<file path="src/rtl/qpu_dtcm_ctrl_if.sv">
// rtl/qpu_dtcm_ctrl_if.sv - one DTCM command/response channel (load/store unit or loader/debug)
interface qpu_dtcm_ctrl_if #(
  parameter int AW = 16,
  parameter int DW = 32,
  parameter int MW = DW / 8
);
  logic          cmd_valid;
  logic          cmd_ready;
  logic          cmd_read;
  logic [AW-1:0] cmd_addr;
  logic [DW-1:0] cmd_wdata;
  logic [MW-1:0] cmd_wmask;
  logic          rsp_valid;
  logic          rsp_ready;
  logic [DW-1:0] rsp_rdata;
  logic          rsp_err;

  modport master (
    output cmd_valid, cmd_read, cmd_addr, cmd_wdata, cmd_wmask, rsp_ready,
    input  cmd_ready, rsp_valid, rsp_rdata, rsp_err
  );

  modport slave (
    input  cmd_valid, cmd_read, cmd_addr, cmd_wdata, cmd_wmask, rsp_ready,
    output cmd_ready, rsp_valid, rsp_rdata, rsp_err
  );
endinterface

</file>
<file path="src/rtl/qpu_dtcm_ctrl.sv">
// rtl/qpu_dtcm_ctrl.sv - two-channel round-robin front-end for the single-port DTCM SRAM
module qpu_dtcm_ctrl #(
  parameter int RAM_AW  = 14,
  parameter int DW      = 32,
  parameter int MW      = DW / 8,
  parameter int LS_IDLE = 16
) (
  input  logic              clk,
  input  logic              rst_n,
  qpu_dtcm_ctrl_if.slave    a,
  qpu_dtcm_ctrl_if.slave    b,
  output logic              ram_cs,
  output logic              ram_we,
  output logic [RAM_AW-1:0] ram_addr,
  output logic [MW-1:0]     ram_wem,
  output logic [DW-1:0]     ram_din,
  input  logic [DW-1:0]     ram_dout,
  output logic              ram_ls
);

  localparam int BW = $clog2(MW);
  localparam int AW = RAM_AW + BW;
  localparam int CW = (LS_IDLE > 0) ? $clog2(LS_IDLE + 1) : 1;
  localparam logic [CW-1:0] LS_MAX = CW'(LS_IDLE);

  typedef enum logic {LS_AWAKE = 1'b0, LS_ASLEEP = 1'b1} ls_state_e;

  ls_state_e     ls_q, ls_d;
  logic [CW-1:0] idle_cnt;
  logic          prio_b;
  logic          rsp_pend, rsp_ch_b, rsp_is_rd, rsp_err_q, rsp_fresh;
  logic [DW-1:0] rsp_hold;

  logic          rsp_hs, accept, gnt_a, gnt_b, gnt, g_read, g_mis, wake, idle;
  logic [AW-1:0] g_addr;
  logic [DW-1:0] g_wdata, rsp_data;
  logic [MW-1:0] g_wmask;

  assign ram_ls = (ls_q == LS_ASLEEP);

  always_comb begin
    // Data arrives straight from the RAM only in the first response cycle; afterwards from the hold register.
    rsp_data = rsp_fresh ? (rsp_is_rd ? ram_dout : '0) : rsp_hold;
    rsp_hs   = rsp_pend && (rsp_ch_b ? b.rsp_ready : a.rsp_ready);
    accept   = rst_n && (ls_q == LS_AWAKE) && (!rsp_pend || rsp_hs);
    gnt_a    = accept && a.cmd_valid && (!b.cmd_valid || !prio_b);
    gnt_b    = accept && b.cmd_valid && (!a.cmd_valid || prio_b);
    gnt      = gnt_a || gnt_b;

    g_read   = gnt_b ? b.cmd_read  : a.cmd_read;
    g_addr   = gnt_b ? b.cmd_addr  : a.cmd_addr;
    g_wdata  = gnt_b ? b.cmd_wdata : a.cmd_wdata;
    g_wmask  = gnt_b ? b.cmd_wmask : a.cmd_wmask;
    g_mis    = |g_addr[BW-1:0];

    ram_cs   = gnt && !g_mis;
    ram_we   = ram_cs && !g_read;
    ram_addr = ram_cs ? g_addr[AW-1:BW] : '0;
    ram_wem  = ram_cs ? g_wmask : '0;
    ram_din  = ram_cs ? g_wdata : '0;

    a.cmd_ready = gnt_a;
    b.cmd_ready = gnt_b;
    a.rsp_valid = rsp_pend && !rsp_ch_b;
    b.rsp_valid = rsp_pend && rsp_ch_b;
    a.rsp_rdata = a.rsp_valid ? rsp_data : '0;
    b.rsp_rdata = b.rsp_valid ? rsp_data : '0;
    a.rsp_err   = a.rsp_valid && rsp_err_q;
    b.rsp_err   = b.rsp_valid && rsp_err_q;

    wake = ram_ls && (a.cmd_valid || b.cmd_valid);
    idle = !ram_cs && !rsp_pend;
  end

  always_comb begin
    ls_d = ls_q;
    case (ls_q)
      LS_AWAKE:  if ((LS_IDLE != 0) && !gnt && idle && (idle_cnt == LS_MAX)) ls_d = LS_ASLEEP;
      LS_ASLEEP: if (wake) ls_d = LS_AWAKE;
      default:   ls_d = LS_AWAKE;
    endcase
  end

  always_ff @(posedge clk or negedge rst_n) begin
    if (!rst_n) begin
      ls_q     <= LS_AWAKE;
      idle_cnt <= '0;
    end else begin
      ls_q <= ls_d;
      if (gnt || wake) begin
        idle_cnt <= '0;
      end else if (idle && (idle_cnt != LS_MAX)) begin
        idle_cnt <= idle_cnt + 1'b1;
      end
    end
  end

  always_ff @(posedge clk or negedge rst_n) begin
    if (!rst_n) begin
      prio_b    <= 1'b0;
      rsp_pend  <= 1'b0;
      rsp_ch_b  <= 1'b0;
      rsp_is_rd <= 1'b0;
      rsp_err_q <= 1'b0;
      rsp_fresh <= 1'b0;
      rsp_hold  <= '0;
    end else begin
      if (gnt) begin
        prio_b    <= gnt_a;
        rsp_pend  <= 1'b1;
        rsp_ch_b  <= gnt_b;
        rsp_is_rd <= g_read && !g_mis;
        rsp_err_q <= g_mis;
        rsp_fresh <= 1'b1;
      end else begin
        if (rsp_hs) rsp_pend <= 1'b0;
        // Stalled response: freeze the RAM output before it becomes invalid.
        if (rsp_pend && rsp_fresh) begin
          rsp_hold  <= rsp_data;
          rsp_fresh <= 1'b0;
        end
      end
    end
  end

endmodule

</file>
<file path="src/flat_wrapper.sv">
// flat-port wrapper written by rule: the top's interface ports become plain ports
module qpu_dtcm_ctrl_flat 
#(
  parameter int RAM_AW  = 14,
  parameter int DW      = 32,
  parameter int MW      = DW / 8,
  parameter int LS_IDLE = 16
)
  (clk, rst_n, ram_cs, ram_we, ram_addr, ram_wem, ram_din, ram_dout, ram_ls, a_cmd_valid, a_cmd_read, a_cmd_addr, a_cmd_wdata, a_cmd_wmask, a_rsp_ready, a_cmd_ready, a_rsp_valid, a_rsp_rdata, a_rsp_err, b_cmd_valid, b_cmd_read, b_cmd_addr, b_cmd_wdata, b_cmd_wmask, b_rsp_ready, b_cmd_ready, b_rsp_valid, b_rsp_rdata, b_rsp_err);
  qpu_dtcm_ctrl_if #(.AW(16), .DW(DW), .MW(MW)) a_i ();
  qpu_dtcm_ctrl_if #(.AW(16), .DW(DW), .MW(MW)) b_i ();
  input  logic clk;
  input  logic rst_n;
  output logic ram_cs;
  output logic ram_we;
  output logic [RAM_AW-1:0] ram_addr;
  output logic [MW-1:0] ram_wem;
  output logic [DW-1:0] ram_din;
  input  logic [DW-1:0] ram_dout;
  output logic ram_ls;
  input wire logic [$bits(a_i.cmd_valid)-1:0] a_cmd_valid;
  input wire logic [$bits(a_i.cmd_read)-1:0] a_cmd_read;
  input wire logic [$bits(a_i.cmd_addr)-1:0] a_cmd_addr;
  input wire logic [$bits(a_i.cmd_wdata)-1:0] a_cmd_wdata;
  input wire logic [$bits(a_i.cmd_wmask)-1:0] a_cmd_wmask;
  input wire logic [$bits(a_i.rsp_ready)-1:0] a_rsp_ready;
  output wire logic [$bits(a_i.cmd_ready)-1:0] a_cmd_ready;
  output wire logic [$bits(a_i.rsp_valid)-1:0] a_rsp_valid;
  output wire logic [$bits(a_i.rsp_rdata)-1:0] a_rsp_rdata;
  output wire logic [$bits(a_i.rsp_err)-1:0] a_rsp_err;
  input wire logic [$bits(b_i.cmd_valid)-1:0] b_cmd_valid;
  input wire logic [$bits(b_i.cmd_read)-1:0] b_cmd_read;
  input wire logic [$bits(b_i.cmd_addr)-1:0] b_cmd_addr;
  input wire logic [$bits(b_i.cmd_wdata)-1:0] b_cmd_wdata;
  input wire logic [$bits(b_i.cmd_wmask)-1:0] b_cmd_wmask;
  input wire logic [$bits(b_i.rsp_ready)-1:0] b_rsp_ready;
  output wire logic [$bits(b_i.cmd_ready)-1:0] b_cmd_ready;
  output wire logic [$bits(b_i.rsp_valid)-1:0] b_rsp_valid;
  output wire logic [$bits(b_i.rsp_rdata)-1:0] b_rsp_rdata;
  output wire logic [$bits(b_i.rsp_err)-1:0] b_rsp_err;
  assign a_i.cmd_valid = a_cmd_valid;
  assign a_i.cmd_read = a_cmd_read;
  assign a_i.cmd_addr = a_cmd_addr;
  assign a_i.cmd_wdata = a_cmd_wdata;
  assign a_i.cmd_wmask = a_cmd_wmask;
  assign a_i.rsp_ready = a_rsp_ready;
  assign a_cmd_ready = a_i.cmd_ready;
  assign a_rsp_valid = a_i.rsp_valid;
  assign a_rsp_rdata = a_i.rsp_rdata;
  assign a_rsp_err = a_i.rsp_err;
  assign b_i.cmd_valid = b_cmd_valid;
  assign b_i.cmd_read = b_cmd_read;
  assign b_i.cmd_addr = b_cmd_addr;
  assign b_i.cmd_wdata = b_cmd_wdata;
  assign b_i.cmd_wmask = b_cmd_wmask;
  assign b_i.rsp_ready = b_rsp_ready;
  assign b_cmd_ready = b_i.cmd_ready;
  assign b_rsp_valid = b_i.rsp_valid;
  assign b_rsp_rdata = b_i.rsp_rdata;
  assign b_rsp_err = b_i.rsp_err;
  qpu_dtcm_ctrl #(.RAM_AW(RAM_AW), .DW(DW), .MW(MW), .LS_IDLE(LS_IDLE)) u_core (.clk(clk), .rst_n(rst_n), .a(a_i), .b(b_i), .ram_cs(ram_cs), .ram_we(ram_we), .ram_addr(ram_addr), .ram_wem(ram_wem), .ram_din(ram_din), .ram_dout(ram_dout), .ram_ls(ram_ls));
endmodule
</file>
<file path="config.mk">
export PLATFORM = sky130hd
export DESIGN_NAME = qpu_dtcm_ctrl_flat
export DESIGN_NICKNAME = d
export VERILOG_FILES = /design/src/rtl/qpu_dtcm_ctrl_if.sv /design/src/rtl/qpu_dtcm_ctrl.sv /design/src/flat_wrapper.sv
export SDC_FILE = /design/constraint.sdc
export NUM_CORES = 1
export LEC_CHECK = 0
export CORE_MARGIN = 5
export CORE_UTILIZATION = 30
export DETAILED_ROUTE_END_ITERATION = 8
export PLACE_DENSITY = 0.72
export SLEW_MARGIN = 0
export SYNTH_ARGS = -nofsm -noshare
export SYNTH_HDL_FRONTEND = slang
export SYNTH_SLANG_ARGS = --single-unit
</file>
<file path="constraint.sdc">
create_clock -name clk -period 3.2 [get_ports clk]
set_input_delay 0.96 -clock clk [delete_from_list [all_inputs] [get_ports clk]]
set_output_delay 0.96 -clock clk [all_outputs]
set_load 0.03 [all_outputs]
</file>
==> key figures <==
Drt
  • TritonRoute pass-1 iters: 4
  • Routed vias/inst: between 4 and 5
  • Detailed Route WL: 15700 um
  • Antenna-violating nets left: 0
  • Remaining DRCs: 0
  • Total number of vias: roughly 4500
  • 1st-iter DRT viols: around 170
  • DR WL/cell: between 15 and 20 um

Clocking
  • CTS tree: yes
  • H-Tree Depth: 2
  • Sink Count: 44
  • Maximum clock insertion buffer count: 2
  • CTS buffer count: 5
  • Worst skew pair latency: 0.28 ns
  • Clock transition at path regs: roughly 0.06 ns
  • CTS Hold Bufs: 0
  • Root buf cell: clkbuf_16

Finish
  • Top flop regs: u_core.rsp_hold: 32 flops, u_core.idle_cnt: 5 flops
  • Layout cell share with drive strength beyond 1: 41.4%
  • Post-layout net count: approximately 940
  • Biggest register: u_core.rsp_hold
  • Layout Cells excl Fill: 945
  • Storage cell area: approximately 1100 um2
  • Antenna cells: 0
  • Synth-to-Final Area Change: 100%
  • Final instance area: between 7000 and 8000 um2
  • Largest register FFs: 32
  • # fillers: 995
  • Multi-input logic area: about 2600 um2

Timing
  • Post-layout min period: 3.30 ns
  • Setup Skew: 0.00391 ns
  • Final setup margin: -0.102 ns
  • RSZ-0062 raised after global routing: true
  • Period utilization: 103%
  • Worst slew margin: 61.6%
  • Final Setup Violations: 45
  • Fin. max-slew vios: 0
  • FMAX: just over 0.3 GHz
  • Slew @ Worst Pin: roughly 0.58 ns
  • Min Hold Slack: about 0.48 ns
  • Final hold vios: 0

Power
  • Pwr dens: around 390 nW/um2
  • Total Power: 2.84 mW
  • Psw: 1.14 mW
  • Comb pwr share: roughly 52%
  • Max IR drop VDD: ~280 uV
  • Seq pwr share: between 20% and 30%
  • Sw frac: 40.1%
  • Pleak: roughly 3.3 nW
  • Clock power frac: 21.1%
  • Internal power: approximately 1.7 mW

Setup path
  • RR Endpoint: u_core.rsp_hold[1]
  • Crit path top cell by count: buf_6
  • Crit end category: output port
  • Crit path max-delay family: buffers and inverters
  • Worst Path Class, Setup: input port to output port
  • CP max FO: 6
  • Max incr delay on CP: roughly 0.28 ns
  • Crit path cell chain: buf_6 -> mux2_4 -> nand2b_4 -> nand4_4 -> buf_6 -> buf_16 -> nand2_1 -> a21oi_2 -> buf_6
  • Worst Path Required: approximately 2.2 ns
  • Crit path depth: 9
  • R2R setup slack: 1.28 ns
  • Startpoint types: input port
  • CP bufs+invs: 4
  • Slowest-stage cell, CP: mux2_4
  • Worst path arrival time: approximately 2.3 ns
  • Reg2reg start: u_core.rsp_ch_b
  • Worst R2R Path Depth: 8

Min path
  • Worst Hold Depth: 2
  • Hold EP: u_core.rsp_hold[2]
  • Worst Hold Class: flip-flop to flip-flop
  • Hold path start: u_core.rsp_hold[2]

Global route
  • Total track usage: 20.1%
  • GR Overflow Total: 0
  • Vias in the first global route: ~4500
  • Antenna violations before repair: 0
  • First-pass GRT wire length: between 20000 and 25000 um
  • Largest net degree at the start of global routing: 65

Synth
  • Syn. warnings: 0
  • Yosys cell types: 38
  • Synth Net Count: roughly 670
  • Yosys top cell area share: 30.1%
  • Commonest cells in the netlist: nand2_1 (170), nor2_1 (106), a21oi_2 (50)
  • Ys flop type: dfrtp_1
  • Post-Syn Area: around 3700 um2
  • Synth top area cells: dfrtp_1 (30%), nand2_1 (17%), a21oi_2 (12%), nor2_1 (11%), o21ai_2 (7.9%)
  • Synth area leader: dfrtp_1
  • EDFF count, synth: 0
  • Mapped Avg Cell Area: ~7 um2
  • Register area share after synthesis: between 30% and 40%
  • Most frequent cell after synthesis: nand2_1
  • Synth Register Bits: 44
  • Fraction of registers with async set/reset: 100%
  • Cells after synthesis: about 520

Placed design
  • PortBufs: 266
  • Post-DP HPWL: approximately 11000 um
  • Final GP Congestion: around 0.9
  • Placed Area: 6250 um2
  • Placed cells: approximately 900

Floorplan
  • Full die area: between 10000 and 15000 um2
  • Starting Density: between 30 and 40%
  • Area of the core: 12000 um2
  • IO Pins: approximately 270
  • Die Height: 121 um
  • Site row count: 40
  • DIE WIDTH: between 100 and 150 um

Status
  • Status: complete, but fails checks
  • Failing checks: setup timing

Flow run
  • Max cap viols: 0
[timing repair]
| item | CTS | global route |
|---|---|---|
| cloned | 10 | 2 |
| endpoints found under the setup margin | 54 | 53 |
| setup buffers | 10 | 1 |
| gates resized for setup | 128 | 65 |
| pin swaps | 29 | 29 |
[layer usage]
layer | global-route usage (%) | wire length, um | up-vias
met2 | 34.6 | 8170 | 138
met3 | 3.98 | 844 | 23
li1 | - | - | 2241
met4 | 5.03 | 329 | 0
met5 | 0 | 0 | -
met1 | 25.7 | 6310 | 2066
[layout make-up]
cell class	instances	area share (%)
Sequential cell	44	15.0
Timing Repair Buffer	309	43.6
Tap cell	147	2.50
Multi-Input combinational cell	428	35.7
Inverter	9	0.818
Clock inverter	2	0.528
Clock buffer	6	1.89
[per-stage QoR]
| stage | setup WS, ns | utilization (%) | TNS, ns |
|---|---|---|---|
| floorplan | 0.0919 | - | 0 |
| global placement | -0.380 | 52.1 | -18.57 |
| detailed placement | -0.441 | 52.1 | -21.25 |
| CTS | -0.0722 | 59.6 | -1.02 |
| global route | -0.145 | 61.1 | -4.15 |
| finish | -0.102 | 61.1 | -1.23 |
[worst max-delay path by stage]
stage	start	to	slack [ns]
finish	a_rsp_ready	ram_din[0]	-0.10
global route	a_rsp_ready	ram_din[0]	-0.15
CTS	a_rsp_ready	ram_addr[7]	-0.07
detailed placement	a_cmd_valid	ram_din[21]	-0.44
global placement	a_cmd_valid	ram_din[21]	-0.38
floorplan	rst_n	ram_we	0.09
[power by group through the flow]
stage / Sequential [mW] / Combinational, mW / Clock [mW]
2_1_floorplan: 0.729 / 0.834 / 0
3_3_place_gp: 0.756 / 1.27 / 0
3_5_place_dp: 0.763 / 1.29 / 0
4_1_cts: 0.756 / 1.46 / 0.614
5_1_grt: 0.771 / 1.60 / 0.639
6_report: 0.755 / 1.49 / 0.600
[cells in the final DEF, fill, tap and decap left out, types with 3 or more instances in the layout]
cell             instances
a21oi_1                 35
a21oi_2                 42
a21oi_4                  8
buf_12                  15
buf_16                   6
buf_2                    6
buf_4                   87
buf_6                   54
clkbuf_16                7
clkdlybuf4s50_1        137
dfrtp_1                 44
inv_1                    6
nand2_1                119
nand2_2                 25
nand2_4                 26
nor2_1                 104
o21ai_1                  3
o21ai_2                 33
xor2_1                   3
[cell families (layout without fill, tap and decap cells)]
logic type	after synthesis	after routing	synth area share (%)
AOI/OAI and AO/OA	130	130	27.6
buffers and inverters	50	326	8.30
adders and majority gates	2	2	0.683
xor gates and xnor gates	4	4	0.956
muxes	2	2	0.683
DFF	44	44	30.1
and+or+nand+nor	290	290	31.7
[tightest hold or removal path, cell delays in order (launching register included)]
cell,delay [ns]
dfrtp_1,0.34
nand2_1,0.06
o21ai_2,0.05
Power figures use the tool's default switching activity.
